$ cat config.mk
export PLATFORM = sky130hd
export DESIGN_NAME = temp_display
export DESIGN_NICKNAME = d
export VERILOG_FILES = /design/src/rtl/temp_display_pkg.sv /design/src/rtl/seg7_decode.sv /design/src/rtl/temp_display.sv
export SDC_FILE = /design/constraint.sdc
export NUM_CORES = 1
export LEC_CHECK = 0
export ABC_CLOCK_PERIOD_IN_PS = 3800
export BUFFER_PORTS_ARGS = -buffer_cell sky130_fd_sc_hd__buf_4
export CAP_MARGIN = 15
export CORE_MARGIN = 2
export CORE_UTILIZATION = 35
export DETAILED_ROUTE_END_ITERATION = 7
export PLACE_DENSITY = 0.62
export REMOVE_ABC_BUFFERS = 1
export SLEW_MARGIN = 20
export SYNTH_ARGS = -nofsm -noshare
export SYNTH_HDL_FRONTEND = slang
export SYNTH_SLANG_ARGS = --single-unit
$ cat constraint.sdc
create_clock -name clk -period 3.8 [get_ports clk]
set_input_delay 0 -clock clk [delete_from_list [all_inputs] [get_ports clk]]
set_output_delay 0 -clock clk [all_outputs]
set_load 0.1 [all_outputs]
$ cat src/rtl/temp_display_pkg.sv
// Shared types and constants for the LM75 temperature display: FSM states,
// digit codes, active-low segment patterns and the double-dabble step.
package temp_display_pkg;

  typedef enum logic [1:0] {
    IDLE    = 2'd0,
    CONVERT = 2'd1,
    DONE    = 2'd2
  } state_e;

  localparam logic [3:0] CODE_0     = 4'h0;
  localparam logic [3:0] CODE_1     = 4'h1;
  localparam logic [3:0] CODE_2     = 4'h2;
  localparam logic [3:0] CODE_3     = 4'h3;
  localparam logic [3:0] CODE_4     = 4'h4;
  localparam logic [3:0] CODE_5     = 4'h5;
  localparam logic [3:0] CODE_6     = 4'h6;
  localparam logic [3:0] CODE_7     = 4'h7;
  localparam logic [3:0] CODE_8     = 4'h8;
  localparam logic [3:0] CODE_9     = 4'h9;
  localparam logic [3:0] CODE_BLANK = 4'hA;
  localparam logic [3:0] CODE_MINUS = 4'hB;

  // Segment order {g,f,e,d,c,b,a}, a lit segment is 0.
  localparam logic [6:0] SEG_0     = 7'h40;
  localparam logic [6:0] SEG_1     = 7'h79;
  localparam logic [6:0] SEG_2     = 7'h24;
  localparam logic [6:0] SEG_3     = 7'h30;
  localparam logic [6:0] SEG_4     = 7'h19;
  localparam logic [6:0] SEG_5     = 7'h12;
  localparam logic [6:0] SEG_6     = 7'h02;
  localparam logic [6:0] SEG_7     = 7'h78;
  localparam logic [6:0] SEG_8     = 7'h00;
  localparam logic [6:0] SEG_9     = 7'h10;
  localparam logic [6:0] SEG_BLANK = 7'h7F;
  localparam logic [6:0] SEG_MINUS = 7'h3F;

  // One double-dabble step on {bcd[11:0], bin[7:0]}: add-3 correction, then shift.
  function automatic logic [19:0] dd_step(input logic [19:0] v);
    logic [19:0] r;
    r = v;
    for (int i = 0; i < 3; i++) begin
      if (r[8+4*i +: 4] >= 4'd5) r[8+4*i +: 4] = r[8+4*i +: 4] + 4'd3;
    end
    return {r[18:0], 1'b0};
  endfunction

endpackage

$ cat src/rtl/seg7_decode.sv
// Digit code to active-low 7-segment pattern; unknown codes show blank.
module seg7_decode
  import temp_display_pkg::*;
(
  input  logic [3:0] code_i,
  output logic [6:0] seg_n_o
);

  always_comb begin
    seg_n_o = SEG_BLANK;
    case (code_i)
      CODE_0:     seg_n_o = SEG_0;
      CODE_1:     seg_n_o = SEG_1;
      CODE_2:     seg_n_o = SEG_2;
      CODE_3:     seg_n_o = SEG_3;
      CODE_4:     seg_n_o = SEG_4;
      CODE_5:     seg_n_o = SEG_5;
      CODE_6:     seg_n_o = SEG_6;
      CODE_7:     seg_n_o = SEG_7;
      CODE_8:     seg_n_o = SEG_8;
      CODE_9:     seg_n_o = SEG_9;
      CODE_MINUS: seg_n_o = SEG_MINUS;
      default:    seg_n_o = SEG_BLANK;
    endcase
  end

endmodule

$ cat src/rtl/temp_display.sv
// LM75 temperature word to multiplexed 4-digit 7-segment display (sXX.X).
// Define TEMP_DISPLAY_LZB_EN to blank leading zeros on the hundreds/tens digits.
module temp_display
  import temp_display_pkg::*;
#(
  parameter int CLK_HZ  = 50_000_000,
  parameter int SCAN_HZ = 1000
) (
  input  logic        clk,
  input  logic        rst_n,
  input  logic [15:0] data_in,
  output logic [6:0]  seg_n,
  output logic        dp_n,
  output logic [3:0]  an_n,
  output logic        busy,
  output logic        upd
);

  localparam int DWELL  = CLK_HZ / SCAN_HZ;
  localparam int SCAN_W = (DWELL > 1) ? $clog2(DWELL) : 1;

  state_e      state_q, state_d;
  logic [8:0]  last_raw_q;
  logic [3:0]  cnt_q;
  logic        upd_q;
  logic [19:0] dd_q;
  logic        sign_cv_q, half_cv_q;
  logic        sign_q, half_q;
  logic [3:0]  hun_q, ten_q, unit_q;
  logic [SCAN_W-1:0] scan_q;
  logic [1:0]  dig_q;

  logic [8:0]  raw_in, mag_in;
  logic        changed, load, commit, blank_w;
  logic [3:0]  hun_code, ten_code, code_mux;
  logic        dp_mux;
  logic        unused_lsb;

  assign raw_in     = data_in[15:7];
  assign unused_lsb = ^data_in[6:0];
  assign mag_in     = raw_in[8] ? (~raw_in + 9'd1) : raw_in;
  assign changed    = (raw_in != last_raw_q);
  assign load       = (state_q == IDLE) && changed;
  assign commit     = (state_q == DONE);

  always_comb begin
    state_d = state_q;
    case (state_q)
      IDLE:    if (changed) state_d = CONVERT;
      CONVERT: if (cnt_q == 4'd8) state_d = DONE;
      DONE:    state_d = IDLE;
      default: state_d = IDLE;
    endcase
  end

  // Control and committed display value
  always_ff @(posedge clk or negedge rst_n) begin
    if (!rst_n) begin
      state_q    <= IDLE;
      last_raw_q <= 9'h000;
      cnt_q      <= 4'd0;
      upd_q      <= 1'b0;
      sign_q     <= 1'b0;
      half_q     <= 1'b0;
      hun_q      <= 4'd0;
      ten_q      <= 4'd0;
      unit_q     <= 4'd0;
    end else begin
      state_q <= state_d;
      upd_q   <= commit;
      if (load) begin
        last_raw_q <= raw_in;
        cnt_q      <= 4'd0;
      end else if (state_q == CONVERT) begin
        cnt_q <= cnt_q + 4'd1;
      end
      if (commit) begin
        sign_q <= sign_cv_q;
        half_q <= half_cv_q;
        hun_q  <= dd_q[19:16];
        ten_q  <= dd_q[15:12];
        unit_q <= dd_q[11:8];
      end
    end
  end

  // Converter datapath: loaded on entry to CONVERT, eight shifts, then held
  always_ff @(posedge clk) begin
    if (load) begin
      dd_q      <= {12'd0, mag_in[8:1]};
      sign_cv_q <= raw_in[8];
      half_cv_q <= mag_in[0];
    end else if ((state_q == CONVERT) && (cnt_q < 4'd8)) begin
      dd_q <= dd_step(dd_q);
    end
  end

  // Digit scan
  always_ff @(posedge clk or negedge rst_n) begin
    if (!rst_n) begin
      scan_q <= '0;
      dig_q  <= 2'd0;
    end else if (scan_q == SCAN_W'(DWELL - 1)) begin
      scan_q <= '0;
      dig_q  <= dig_q + 2'd1;
    end else begin
      scan_q <= scan_q + 1'b1;
    end
  end

`ifdef TEMP_DISPLAY_LZB_EN
  assign hun_code = (hun_q == 4'd0) ? CODE_BLANK : hun_q;
  assign ten_code = ((hun_q == 4'd0) && (ten_q == 4'd0)) ? CODE_BLANK : ten_q;
`else
  assign hun_code = hun_q;
  assign ten_code = ten_q;
`endif

  // First clock of every dwell is fully dark to avoid ghosting across digits.
  assign blank_w = (scan_q == '0);

  always_comb begin
    code_mux = CODE_BLANK;
    dp_mux   = 1'b1;
    case (dig_q)
      2'd3: code_mux = sign_q ? CODE_MINUS : hun_code;
      2'd2: code_mux = ten_code;
      2'd1: begin
        code_mux = unit_q;
        dp_mux   = 1'b0;
      end
      default: code_mux = half_q ? CODE_5 : CODE_0;
    endcase
    if (blank_w) begin
      code_mux = CODE_BLANK;
      dp_mux   = 1'b1;
    end
  end

  seg7_decode u_dec (
    .code_i  (code_mux),
    .seg_n_o (seg_n)
  );

  assign dp_n = dp_mux;
  assign an_n = blank_w ? 4'hF : ~(4'b0001 << dig_q);
  assign busy = (state_q != IDLE);
  assign upd  = upd_q;

endmodule

==> out/metrics.yaml, run 1 <==
status: "finished, final reports clean"
ys_async_sr_fraction_pct: 68.6
cts_setup_buffers: 0
syn_to_final_growth_pct: 16.7
critPathArrivalTime_ps: 2810
fin_setup_tns_ps: 0
synth-seq-area-share_pct: 46.9
dpl.cell_count: 519
clkPwrFrac_pct: 22.7
cts.sinks: 70
cp.required_ps: 3800
seq_power_share_pct: 39.7
wl_per_cell_um: 12.4
tritoncts: "built"
final-hold-violation-count: 0
p_int_mw: 1.74
p_leak_nw: 1.87
synth_cell_types: 50
htree_levels: 3
finalPower_mw: 2.86
grt_max_degree: 49
ctsHoldBuffers: 10
clock-root-buffer: "clkbuf_8"
relSlewSlack_pct: 47.0
nFillCells: 1017
cap_violations: 0
gp_congestion: 0.808
portBuffers: 24
switching_share_pct: 39.0
path_buf_inv: 3
start_util_pct: 36.0
viasPerCell: 4.78
rsz0062_at_grt: "false"
dieArea_um2: 11500
drt_wl_total_mm: 6.77
grt.total_usage_pct: 13.0
timing_worst_setup_path_type: "reg -> out"
synthFlopType: "dfrtp_1"
grt_first_pass_wirelength_mm: 11.9
period_share_pct: 73.9
synth_edf_count: 10
cts_max_path_buffers: 2
postRouteAntennaNets: 0
drc: 0
peakVddDrop_v: 0.000409
grt_overflow: 0
tightest_slew_ps: 795
cts.clk_slew.worst_paths_ps: 80
critical-path-top-delay-family: "simple AND/OR/NAND/NOR gates"
clock_latency_ps: 350
hold-worst-slack_ps: 197
die_w_um: 107
switchingPower_mw: 1.11
crit_path_end_kind: "primary output"
crit_chain: "inv_1, ha_1, nor4b_2, nand4_1, nand3_1, inv_1, ha_1, nor4_1, a21oi_1, buf_4"
dp_hpwl_mm: 4.86
grt_pass1_vias: 2583
clock_skew_ps: 11.0
slew_viol_final: 0
synth_seq_cells: 70
antennaDiodeCount: 0
nets: 443
crit_path_start_kind: "register"
p_per_area_nw_per_um2: 659
yosysWarnings: 0
postSynthAreaPerCell_um2: 10.0
die_h_um: 107
hp-class: "in -> async"
syn_inst: 370
cts_buffers: 9
rows: 37
io_pins: 32
pwr-share-comb_pct: 37.6
core-area_um2: 10300
num_vias: 2604
antenna_found_initial: 0
drtPass1Iterations: 5
cp_max_fo: 6
dr.first_iter.drc_count: 86
cts_resized: 0
stdcell_count: 545
min_period_ps: 2810
slowest_stage: "nor4_1"
slowest_delay_ps: 450
setup_viol: 0
synthesis.area_um2: 3720
fmax_mhz: 356
final_layout_size_suffix_gt1_share_pct: 17.4
[cell families (layout without fill, tap and decap cells)]
group	Yosys count	count (layout)	share of synthesized area (%)
mux	21	21	6.26
xor+xnor	36	36	8.48
compound gates	67	67	10.7
buf+inv	37	76	4.21
fa+ha+maj	21	21	7.07
simple gates	118	118	16.4
flops	70	70	46.9
[sequential cells by signal, summed over array words and instances, names as in the netlist]
signal / count
scan_q: 16
dig_q: 2
state_q: 2
dd_q: 20
half_cv_q: 1
half_q: 1
upd: 1
sign_q: 1
last_raw_q: 9
sign_cv_q: 1
unit_q: 4
cnt_q: 4
ten_code: 4
hun_code: 4
[path summary, 6_finish.rpt]
kind	from	end	slack (ps)	cells after the start
worst max-delay path	scan_q[0]	seg_n[6]	990	10
worst min-delay path	rst_n	upd	200	2
worst max register to register	state_q[0]	last_raw_q[1]	1380	6
worst min register to register	sign_cv_q	sign_q	480	1
max in group asynchronous	rst_n	hun_code[1]	3170	2
min in group clk	data_in[7]	half_cv_q	430	2
[cell type report]
class                   instances  area [µm²]  share of cell area (%)
multi-input cells             263        1830                    42.1
flip-flops and latches         70        1740                    40.2
repair buffers                 36         295                    6.81
well taps                     136         170                    3.92
clock buffers                   9         124                    2.86
inverters                      24        90.1                    2.08
clock inverters                 7        88.8                    2.05
[power groups by stage]
stage	Sequential [mW]	Combinational (mW)	Clock [mW]
after floorplan	1.12	0.854	0
after global placement	1.14	1.05	0
after detailed placement	1.15	1.07	0
after CTS	1.14	1.09	0.669
after global routing	1.17	1.19	0.702
final	1.14	1.07	0.648
[per-stage QoR]
| stage | setup slack (ps) | instance area, µm² | utilization [%] |
|---|---|---|---|
| finish | 990 | 4340 | 42.0 |
| CTS | 965 | 4330 | 41.9 |
| global route | 693 | 4340 | 42.0 |
| global placement | 1410 | 4020 | 38.9 |
| detailed placement | 1320 | 4020 | 38.9 |
| floorplan | 703 | 3650 | - |
[cells in the final DEF, fill, tap and decap left out, types with 2 or more instances in the layout]
cell	n
xor2_1	22
nor4_1	3
a2bb2oi_1	2
bufinv_16	2
buf_4	26
nand2b_1	9
o21ai_0	19
nand2_1	36
clkbuf_8	9
nor3_1	4
a21oi_1	25
ha_1	21
nor2_1	30
inv_1	23
nor4_4	2
mux2i_1	3
edfxtp_1	10
o22ai_1	5
o21ai_1	2
mux2_2	18
nor2b_1	2
or3_1	3
nand4_1	4
nand3b_1	2
a221oi_1	2
a22oi_1	3
o32ai_1	2
dfxtp_1	12
xnor2_1	14
dlygate4sd3_1	10
dfrtp_1	48
nor2_2	2
clkinv_1	2
nand3_1	11
[synthesized netlist by cell type, types with 3 or more instances]
cell	number	share of area (%)
buf_2	5	0.67
xor2_1	22	5.2
nand4_1	4	0.67
a22oi_1	3	0.61
xnor2_1	14	3.3
nor2_1	30	3.0
nand2_1	36	3.6
nand2b_1	9	1.5
dfrtp_1	48	32
mux2i_1	3	0.81
buf_4	3	0.61
o21ai_0	19	2.6
clkbuf_1	5	0.51
nor3_1	4	0.54
or3_1	3	0.51
nor4_1	3	0.51
a21oi_1	25	3.4
o22ai_1	5	0.84
nand3_1	11	1.5
dfxtp_1	12	6.5
ha_1	21	7.1
edfxtp_1	10	8.1
mux2_2	18	5.5
inv_1	23	2.3
[metal layers]
metal	GRT usage [%]	vias to the layer above	share of wire, %
li1	-	1342	-
met1	17.0	1213	49
met2	20.8	41	46
met3	2.25	8	3.4
met4	6.12	0	1.7
met5	0	-	0
Note: power is estimated with default switching activity, not from simulation.
==> run 2, diff against run 1 <==
- ABC_CLOCK_PERIOD_IN_PS: 3800 -> 2350
- PLACE_DENSITY: 0.62 -> 0.63
- clock period: 3.8 -> 2.35 ns (I/O delays scaled with it)
==> out/metrics.yaml, run 2 (synthesized netlist as in run 1, its figures left out) <==
antenna_found_initial: 0
fmax_mhz: 416
dr.first_iter.drc_count: 113
top_regs: "dd_q (20), scan_q (16), last_raw_q (9)"
viasPerCell: 4.81
nets: 464
final_common_cell: "dfrtp_1"
num_vias: 2725
crit_path_end_kind: "primary output"
critPathArrivalTime_ps: 2400
violations: "negative setup slack"
dieArea_um2: 11500
tritoncts: "built"
clock_latency_ps: 350
slew_viol_final: 0
seq_area_um2: 1750
cp_max_fo: 4
antennaDiodeCount: 0
grt_max_degree: 49
min_period_ps: 2400
cts_buffers: 9
relSlewSlack_pct: 46.7
r2r_slack_ps: 480
crit_end: "seg_n[1]"
final_layout_size_suffix_gt1_share_pct: 27.7
hp-class: "in -> async"
clock_skew_ps: 12.6
start_util_pct: 36.0
clock-root-buffer: "clkbuf_8"
grt.total_usage_pct: 13.9
drt_wl_total_mm: 7.33
grt_pass1_vias: 2689
reg2reg_from: "scan_q[0]"
setup_viol: 5
drc: 0
timing_worst_setup_path_type: "reg -> out"
period_share_pct: 102
finalPower_mw: 4.71
top_register: "dd_q"
grt_first_pass_wirelength_mm: 12.6
core-area_um2: 10300
final-hold-violation-count: 0
grt_overflow: 0
cts.sinks: 70
final.setup.worst_slack_ps: -53.3
portBuffers: 24
rsz0062_at_grt: "true"
drtPass1Iterations: 4
io_pins: 32
reg2reg_to: "scan_q[14]"
cts.clk_slew.worst_paths_ps: 80
postRouteAntennaNets: 0
crit_path_start_kind: "register"
final_util_pct: 45.3
die_w_um: 107
cap_violations: 0
fin_setup_tns_ps: -147
multi_input_area_um2: 1960
r2r_cells: 6
syn_to_final_growth_pct: 25.8
cts_max_path_buffers: 2
worstSetupStartpoint: "scan_q[1]"
peakVddDrop_v: 0.00101
dp_hpwl_mm: 4.93
rows: 37
hold-worst-slack_ps: 195
die_h_um: 107
status: "finished, violations left"
p_leak_nw: 1.98
largest_reg_flops: 20
cp.required_ps: 2350
p_per_area_nw_per_um2: 1010
tightest_slew_ps: 800
nFillCells: 955
htree_levels: 3
wl_per_cell_um: 12.9
gp_congestion: 0.758
pre_cts_slack_ps: 51.0
final_cell_mix: "dfrtp_1 (44), buf_4 (38), nand2_1 (36)"
[run 2: worst min path at each step]
stage	endpoint	cells past startpoint	slack, ps
6_report	upd	2	190
3_3_place_gp	scan_q[3]	1	60
4_1_cts	scan_q[3]	2	230
5_1_grt	upd	2	270
3_5_place_dp	scan_q[3]	1	60
2_1_floorplan	cnt_q[0]	0	-300
[run 2: stage by stage]
| step | cells | area, µm² |
|---|---|---|
| final | 566 | 4670 |
| after global routing | 566 | 4670 |
| after CTS | 563 | 4580 |
| after detailed placement | 526 | 4070 |
| after global placement | 526 | 4070 |
| after floorplan | 357 | 3650 |
[run 2: critical path: stages, from the launching register on]
cell and delay (ps):
dfrtp_1 390, inv_1 60, ha_2 150, nor4b_4 200, buf_4 140, nand4_1 140, nand3_2 120, buf_6 110
ha_2 280, a22oi_2 250, buf_12 210
[run 2: metal layers]
layer,up-vias,share of wire (%),GRT usage [%]
li1,1379,-,-
met3,16,3.3,3.28
met5,-,0,0
met2,47,48,23.2
met1,1283,46,17.6
met4,0,2.0,5.29
[run 2: final cells by class]
class,count,share of cell area [%]
flip-flops and latches,70,37.4
clock inverters,1,0.107
well taps,136,3.64
repair buffers,57,11.2
clock buffers,15,3.78
multi-input cells,263,41.9
inverters,24,1.98
[run 2: repair_timing]
item	4_1_cts	5_1_grt
pin swaps	9	7
endpoints found under the hold margin	59	0
hold buffers	10	0
setup endpoints to repair	7	7
resized for setup	38	16
buffers inserted	11	3
[run 2: report_power, final]
group	internal (mW)	switching (mW)	total, mW	leakage (nW)
sequential	1.61	0.235	1.85	0.817
combinational	0.792	1.18	1.97	1.07
clock	0.470	0.427	0.898	0.0937
